==> config.mk <==
export PLATFORM = sky130hd
export DESIGN_NAME = cache_conj_assoc
export DESIGN_NICKNAME = d
export VERILOG_FILES = /design/src/rtl/cache_conj_pkg.sv /design/src/rtl/cache_lru_ages.sv /design/src/rtl/cache_conj_assoc.sv
export SDC_FILE = /design/constraint.sdc
export NUM_CORES = 1
export LEC_CHECK = 0
export CAP_MARGIN = 20
export CELL_PAD_IN_SITES_DETAIL_PLACEMENT = 1
export CELL_PAD_IN_SITES_GLOBAL_PLACEMENT = 1
export CORE_UTILIZATION = 39
export CTS_CLUSTER_DIAMETER = 30
export CTS_CLUSTER_SIZE = 10
export DETAILED_ROUTE_END_ITERATION = 6
export PLACE_DENSITY_LB_ADDON = 0.08
export SYNTH_ARGS = -nofsm -noshare
export SYNTH_HDL_FRONTEND = slang
export SYNTH_SLANG_ARGS = --single-unit
==> constraint.sdc <==
create_clock -name clock -period 3 [get_ports clock]
set_clock_uncertainty 0.2 [all_clocks]
set_input_delay 0.6 -clock clock [delete_from_list [all_inputs] [get_ports clock]]
set_output_delay 0.6 -clock clock [all_outputs]
set_load 0.02 [all_outputs]
==> src/rtl/cache_conj_pkg.sv <==
// Shared types and helpers for the set-associative cache: FSM state
// encoding, width helper and per-line status flags.
package cache_conj_pkg;

  typedef enum logic [2:0] {
    ST_IDLE,
    ST_LOOKUP,
    ST_WRITEBACK,
    ST_REFILL,
    ST_RESPOND
  } state_t;

  // Width of the performance counters.
  localparam int STAT_W = 16;

  // Ceiling log2 used to derive INDEX_W and AGE_W from SETS and WAYS.
  function automatic int log2_ceil(input int n);
    int r;
    r = 0;
    while ((1 << r) < n) r++;
    return r;
  endfunction

  // Status bits of one cache line; tag, data and age live in their own arrays.
  typedef struct packed {
    logic valid;
    logic dirty;
  } line_flags_t;

endpackage

==> src/rtl/cache_lru_ages.sv <==
// Combinational true-LRU helper for one set: produces the ages after
// touching one way, and picks a victim (lowest invalid way, else the oldest).
module cache_lru_ages
  import cache_conj_pkg::*;
#(
  parameter int WAYS  = 2,
  parameter int AGE_W = 1
) (
  input  logic [WAYS*AGE_W-1:0] ages,
  input  logic [WAYS-1:0]       valid,
  input  logic [AGE_W-1:0]      touch_way,
  output logic [WAYS*AGE_W-1:0] next_ages,
  output logic [AGE_W-1:0]      victim_way
);

  logic [AGE_W-1:0] age_arr [WAYS];
  logic [AGE_W-1:0] touched_age;
  logic             found;

  assign touched_age = age_arr[touch_way];

  // Ways younger than the touched one age by one; the touched way becomes newest.
  for (genvar gi = 0; gi < WAYS; gi++) begin : g_way
    assign age_arr[gi] = ages[gi*AGE_W +: AGE_W];
    assign next_ages[gi*AGE_W +: AGE_W] =
      (AGE_W'(gi) == touch_way)   ? '0 :
      (age_arr[gi] < touched_age) ? age_arr[gi] + 1'b1 :
                                    age_arr[gi];
  end

  // Victim selection: prefer an empty way, otherwise evict the least recently used.
  always_comb begin
    victim_way = '0;
    found      = 1'b0;
    for (int w = 0; w < WAYS; w++) begin
      if (!found && !valid[w]) begin
        victim_way = AGE_W'(w);
        found      = 1'b1;
      end
    end
    if (!found) begin
      for (int w = 0; w < WAYS; w++) begin
        if (age_arr[w] == AGE_W'(WAYS - 1)) victim_way = AGE_W'(w);
      end
    end
  end

endmodule

==> src/rtl/cache_conj_assoc.sv <==
// N-way set-associative write-back / write-allocate cache, one word per
// line, true-LRU replacement, blocking request and memory handshakes.
// Optional hit/miss counters are built when CACHE_STATS_EN is defined.
module cache_conj_assoc
  import cache_conj_pkg::*;
#(
  parameter int ADDR_W = 5,
  parameter int DATA_W = 8,
  parameter int SETS   = 2,
  parameter int WAYS   = 2
) (
  input  logic              clock,
  input  logic              reset,
  input  logic              req_valid,
  output logic              req_ready,
  input  logic              req_write,
  input  logic [ADDR_W-1:0] req_addr,
  input  logic [DATA_W-1:0] req_wdata,
  output logic              resp_valid,
  output logic [DATA_W-1:0] resp_rdata,
  output logic              resp_hit,
  output logic              mem_valid,
  output logic              mem_write,
  output logic [ADDR_W-1:0] mem_addr,
  output logic [DATA_W-1:0] mem_wdata,
  input  logic              mem_ack,
  input  logic [DATA_W-1:0] mem_rdata,
  output logic [STAT_W-1:0] stat_hits,
  output logic [STAT_W-1:0] stat_misses
);

  localparam int INDEX_W = log2_ceil(SETS);
  localparam int AGE_W   = log2_ceil(WAYS);
  localparam int TAG_W   = ADDR_W - INDEX_W;

  // Line storage
  line_flags_t       flags_reg [SETS][WAYS];
  logic [TAG_W-1:0]  tag_reg   [SETS][WAYS];
  logic [DATA_W-1:0] data_reg  [SETS][WAYS];
  logic [AGE_W-1:0]  age_reg   [SETS][WAYS];

  // Control and captured request
  state_t            state_reg, state_next;
  logic [ADDR_W-1:0] addr_reg;
  logic              write_reg;
  logic [DATA_W-1:0] wdata_reg;
  logic [AGE_W-1:0]  victim_reg;

  // Registered outputs
  logic              resp_valid_reg, resp_hit_reg, mem_valid_reg, mem_write_reg;
  logic [DATA_W-1:0] resp_rdata_reg, mem_wdata_reg;
  logic [ADDR_W-1:0] mem_addr_reg;

  // Lookup datapath
  logic [INDEX_W-1:0]    index;
  logic [TAG_W-1:0]      tag;
  logic [WAYS-1:0]       way_hit, set_valid;
  logic [WAYS*AGE_W-1:0] set_ages, next_ages_flat;
  logic [AGE_W-1:0]      next_age [WAYS];
  logic [AGE_W-1:0]      hit_way, victim_way, touch_way;
  logic                  hit, lookup_hit, victim_dirty, wb_done, refill_done;
  logic [DATA_W-1:0]     fill_data;

  assign index = addr_reg[INDEX_W-1:0];
  assign tag   = addr_reg[ADDR_W-1:INDEX_W];

  for (genvar gi = 0; gi < WAYS; gi++) begin : g_cmp
    assign way_hit[gi]   = flags_reg[index][gi].valid && (tag_reg[index][gi] == tag);
    assign set_valid[gi] = flags_reg[index][gi].valid;
    assign set_ages[gi*AGE_W +: AGE_W] = age_reg[index][gi];
    assign next_age[gi]  = next_ages_flat[gi*AGE_W +: AGE_W];
  end

  // Encode the matching way (at most one can match).
  always_comb begin
    hit_way = '0;
    for (int w = 0; w < WAYS; w++) begin
      if (way_hit[w]) hit_way = AGE_W'(w);
    end
  end

  assign hit          = |way_hit;
  assign lookup_hit   = (state_reg == ST_LOOKUP) && hit;
  assign touch_way    = (state_reg == ST_LOOKUP) ? hit_way : victim_reg;
  assign victim_dirty = flags_reg[index][victim_way].valid && flags_reg[index][victim_way].dirty;
  assign wb_done      = (state_reg == ST_WRITEBACK) && mem_valid_reg && mem_ack;
  assign refill_done  = (state_reg == ST_REFILL) && mem_valid_reg && mem_ack;
  assign fill_data    = write_reg ? wdata_reg : mem_rdata;

  cache_lru_ages #(
    .WAYS  (WAYS),
    .AGE_W (AGE_W)
  ) u_lru (
    .ages       (set_ages),
    .valid      (set_valid),
    .touch_way  (touch_way),
    .next_ages  (next_ages_flat),
    .victim_way (victim_way)
  );

  // Next-state logic for the request FSM.
  always_comb begin
    state_next = state_reg;
    case (state_reg)
      ST_IDLE:      if (req_valid) state_next = ST_LOOKUP;
      ST_LOOKUP: begin
        if (hit)               state_next = ST_RESPOND;
        else if (victim_dirty) state_next = ST_WRITEBACK;
        else                   state_next = ST_REFILL;
      end
      ST_WRITEBACK: if (wb_done)     state_next = ST_REFILL;
      ST_REFILL:    if (refill_done) state_next = ST_RESPOND;
      ST_RESPOND:   state_next = ST_IDLE;
      default:      state_next = ST_IDLE;
    endcase
  end

  // FSM state, captured request and registered handshake outputs.
  always_ff @(posedge clock) begin
    if (reset) begin
      state_reg      <= ST_IDLE;
      addr_reg       <= '0;
      write_reg      <= 1'b0;
      wdata_reg      <= '0;
      victim_reg     <= '0;
      resp_valid_reg <= 1'b0;
      resp_hit_reg   <= 1'b0;
      resp_rdata_reg <= '0;
      mem_valid_reg  <= 1'b0;
      mem_write_reg  <= 1'b0;
      mem_addr_reg   <= '0;
      mem_wdata_reg  <= '0;
    end else begin
      state_reg      <= state_next;
      resp_valid_reg <= 1'b0;
      case (state_reg)
        ST_IDLE: begin
          if (req_valid) begin
            addr_reg  <= req_addr;
            write_reg <= req_write;
            wdata_reg <= req_wdata;
          end
        end
        ST_LOOKUP: begin
          if (hit) begin
            resp_valid_reg <= 1'b1;
            resp_hit_reg   <= 1'b1;
            resp_rdata_reg <= write_reg ? wdata_reg : data_reg[index][hit_way];
          end else begin
            victim_reg    <= victim_way;
            mem_valid_reg <= 1'b1;
            if (victim_dirty) begin
              mem_write_reg <= 1'b1;
              mem_addr_reg  <= {tag_reg[index][victim_way], index};
              mem_wdata_reg <= data_reg[index][victim_way];
            end else begin
              mem_write_reg <= 1'b0;
              mem_addr_reg  <= addr_reg;
            end
          end
        end
        ST_WRITEBACK: begin
          // Drop the request for one cycle before the refill is issued.
          if (wb_done) mem_valid_reg <= 1'b0;
        end
        ST_REFILL: begin
          if (!mem_valid_reg) begin
            mem_valid_reg <= 1'b1;
            mem_write_reg <= 1'b0;
            mem_addr_reg  <= addr_reg;
          end else if (mem_ack) begin
            mem_valid_reg  <= 1'b0;
            resp_valid_reg <= 1'b1;
            resp_hit_reg   <= 1'b0;
            resp_rdata_reg <= fill_data;
          end
        end
        default: ;
      endcase
    end
  end

  // Line status and LRU ages; reset invalidates everything and restores age = way.
  always_ff @(posedge clock) begin
    if (reset) begin
      for (int s = 0; s < SETS; s++) begin
        for (int w = 0; w < WAYS; w++) begin
          flags_reg[s][w] <= '0;
          age_reg[s][w]   <= AGE_W'(w);
        end
      end
    end else if (lookup_hit) begin
      if (write_reg) flags_reg[index][hit_way].dirty <= 1'b1;
      for (int w = 0; w < WAYS; w++) age_reg[index][w] <= next_age[w];
    end else if (refill_done) begin
      flags_reg[index][victim_reg] <= '{valid: 1'b1, dirty: write_reg};
      for (int w = 0; w < WAYS; w++) age_reg[index][w] <= next_age[w];
    end
  end

  // Tag and data arrays need no reset; validity is tracked by the flags.
  always_ff @(posedge clock) begin
    if (lookup_hit && write_reg) begin
      data_reg[index][hit_way] <= wdata_reg;
    end else if (refill_done) begin
      tag_reg[index][victim_reg]  <= tag;
      data_reg[index][victim_reg] <= fill_data;
    end
  end

  assign req_ready  = (state_reg == ST_IDLE);
  assign resp_valid = resp_valid_reg;
  assign resp_hit   = resp_hit_reg;
  assign resp_rdata = resp_rdata_reg;
  assign mem_valid  = mem_valid_reg;
  assign mem_write  = mem_write_reg;
  assign mem_addr   = mem_addr_reg;
  assign mem_wdata  = mem_wdata_reg;

`ifdef CACHE_STATS_EN
  logic [STAT_W-1:0] hits_reg, misses_reg;

  // Saturating hit/miss counters, stepped once per lookup.
  always_ff @(posedge clock) begin
    if (reset) begin
      hits_reg   <= '0;
      misses_reg <= '0;
    end else if (state_reg == ST_LOOKUP) begin
      if (hit && (hits_reg != '1))    hits_reg   <= hits_reg + 1'b1;
      if (!hit && (misses_reg != '1)) misses_reg <= misses_reg + 1'b1;
    end
  end

  assign stat_hits   = hits_reg;
  assign stat_misses = misses_reg;
`else
  assign stat_hits   = '0;
  assign stat_misses = '0;
`endif

endmodule

==> results.md <==
- Layout cells sized above 1: around 17%
- Sequential Power Share: 49.2%
- Max reg flops: 32
- Max Cap Viol: 0
- Final hold vios: 0
- Avg Inst Size Synth: approximately 12 sq um
- Max Root-Sink Buffers: 2
- Pre-CTS worst setup slack: just over 100 ps
- ANT nets after route: 0
- Most common cell in the synthesized netlist: edfxtp_1
- CP endpoint kind: register
- Sw Ratio: 27.1%
- Post-synthesis sequential area ratio: 51.9%
- Die area: between 10000 and 15000 sq um
- Die Wd: approximately 120 um
- Comb pwr share: between 15 and 20%
- Seq cells post-synth: around 100
- Sw Pwr: approximately 900 uW
- First-pass GRT wire length: around 20000 um
- Power share of the clock group: between 30 and 40%
- Max Transition Viols Final: 0
- Initial core utilization: about two fifths
- Vias in the first global route: around 3600
- Reg2Reg Depth: 8
- Top-area cell type share of the netlist area: 34.8%
- Row cnt: between 40 and 50
- Tcrit/Tclk final: 94.1%
- Final HPWL DP: roughly 10000 um
- Max Fanout on Critical Path: 15
- Reg-to-Reg End: flags_reg[1][2]
- DR vias/cell: ~5.2
- Wire per inst: approximately 19 um
- Yosys Warn Count: 0
- Root Driver: clkbuf_16
- Async SR Flop Fraction: 0%
- Peak VDD IR: about 0.36 mV
- Cts repair resizes: 0
- Startpoint types: register
- Hold path depth: 2
- Setup repair bufs after CTS: 0
- Crit path from: tag_reg[0][2]
- Total Nets Final: roughly 540
- # setup viols final: 0
- Final wirelength: about 13000 um
- Ports: 84
- Worst Path Arrival: around 2700 ps
- Min Tclk post-route: 2820 ps
- Cell area power density: around 530 nW/um^2
- Static Leak: ~2.2 nW
- RD Place Congestion: between 0.8 and 0.9
- RSZ-0062 raised after global routing: no
- Data required time of the worst path: ~2900 ps
- GRT Util Overall: 21.1%
- Antenna cell count: 0
- Drt pass-1 iters: 6
- Worst hold path startpoint: mem_write
- Clock transition at path regs: about 70 ps
- Top FF cell, synth: edfxtp_1
- Slew @ Worst Pin: ~760 ps
- Worst skew pair latency: ~360 ps
- Area of the core: between 10000 and 15000 sq um
- Routed via count: about 3600
- Fillers: about 1400
- Tot Pwr: 3.28 mW
- Cell accounting for the most synthesized area: edfxtp_1
- Synth unique cells: between 50 and 60
- Commonest cells in the netlist: 60 x edfxtp_1, 45 x nand2_1, 44 x dfxtp_1, 41 x mux2i_1, 35 x buf_4
- Port-buffer cells: a little over 50
- DR iter-0 viols: 249
- Clock sinks: about 100
- R2R Setup Slk: roughly 180 ps
- Reg-to-reg startpoint: tag_reg[0][2]
- Area Growth Syn to Fin: 20.0%
- CTS tree: done
- Synth area leaders: edfxtp_1 35%, dfxtp_1 17%, mux2i_1 7.9%
- Htree depth: 3
- Internal: between 2 and 2.5 mW
- Worst Setup Slack, final: ~180 ps
- Post-CTS Hold Buffers: 0
- Design area: 6200 sq um
- Mapped Area: just over 5000 sq um
- Die H: approximately 120 um
- HP Class: register to register
- Fmax: between 300 and 400 MHz
- DP Area: between 5000 and 6000 sq um
- CTS buffer count: 9
- Worst Setup Path Type: register to register
- Initial antenna violation count: 0
- Hold Worst Slack: roughly 280 ps
- DRC Markers: 0
- Final core utilization: between 40% and 50%
- Placed cell count: approximately 670
- Post-Layout Cell Count: 688
- Setup TNS: 0 ps
- Overflow after GRT: 0
- Status: finished, final reports clean
- Pin count of the biggest net entering global routing: 25
- Hold EP: mem_write
- Slew HR: roughly half
- Post-Synthesis Cells: ~440
- Post-synth EDFFs: 60
## cell type report
class | instances | area [sq um] | area share (%)
Clock buffer | 11 | 254 | 4.09
Clock inverter | 5 | 30.0 | 0.484
Inverter | 8 | 30.0 | 0.484
Multi-Input combinational cell | 306 | 2240 | 36.1
Sequential cell | 104 | 2680 | 43.3
Tap cell | 172 | 215 | 3.47
Timing Repair Buffer | 82 | 751 | 12.1
## how the worst max path moves through the flow
stage	slack [ps]	end	depth (start not counted)
floorplan	260	data_reg[1][10]	6
global placement	200	flags_reg[0][0]	5
detailed placement	100	resp_rdata[5]	9
CTS	90	flags_reg[1][2]	9
global route	60	resp_rdata[5]	9
finish	180	flags_reg[1][2]	8
## layout by cell type, fill, tap and decap left out, types with 2 or more instances in the layout
master           instances
xnor2_1                  6
clkinv_1                 2
o21bai_1                 4
nand2_1                 45
conb_1                  32
or2_2                    3
nor4_1                   2
nand2b_1                 8
dfxtp_1                 43
and2_1                   2
inv_1                    7
a22o_1                   8
o221ai_1                 8
nand3b_1                 3
o21a_1                   2
a21o_1                   5
a211o_1                  2
mux2_2                  16
nor2_1                  28
nor3_1                  11
mux2i_1                 40
clkbuf_16               10
a22oi_1                  9
o21ai_0                  3
nand3_1                  3
nor4_2                   2
buf_4                   30
mux4_2                  12
a21oi_1                 20
clkinv_2                 2
edfxtp_1                60
clkdlybuf4s50_1         50
o31ai_1                  2
a211oi_1                 5
## cell families after synthesis
family	synth area share (%)
AOI/OAI and AO/OA	11.7
xor gates and xnor gates	1.02
buffers and inverters	7.38
DFF	51.9
muxes	16.6
other	0.0725
and+or+nand+nor	11.3
## power groups by stage
stage | logic [mW] | clock network [mW] | registers, mW
6_report | 0.533 | 1.13 | 1.62
5_1_grt | 0.581 | 1.22 | 1.62
4_1_cts | 0.537 | 1.16 | 1.61
3_5_place_dp | 0.537 | 0 | 1.65
3_3_place_gp | 0.527 | 0 | 1.65
2_1_floorplan | 0.353 | 0 | 1.64
## layer usage
| metal | vias to the layer above | wire length [um] | GRT usage [%] |
|---|---|---|---|
| met5 | - | 0 | 0 |
| met4 | 0 | 164 | 5.82 |
| met3 | 14 | 601 | 4.89 |
| met2 | 96 | 6430 | 34.8 |
| met1 | 1784 | 6070 | 27.8 |
| li1 | 1711 | - | - |
## worst max-delay path, cell delays in order (launching register included)
cell and delay, ps:
edfxtp_1 410, nand2b_1 160, mux4_2 460, nor4_2 380
buf_12 220, buf_4 250, o32a_4 250, nor2_2 50
and3_1 190
Note: power is estimated with default switching activity, not from simulation.
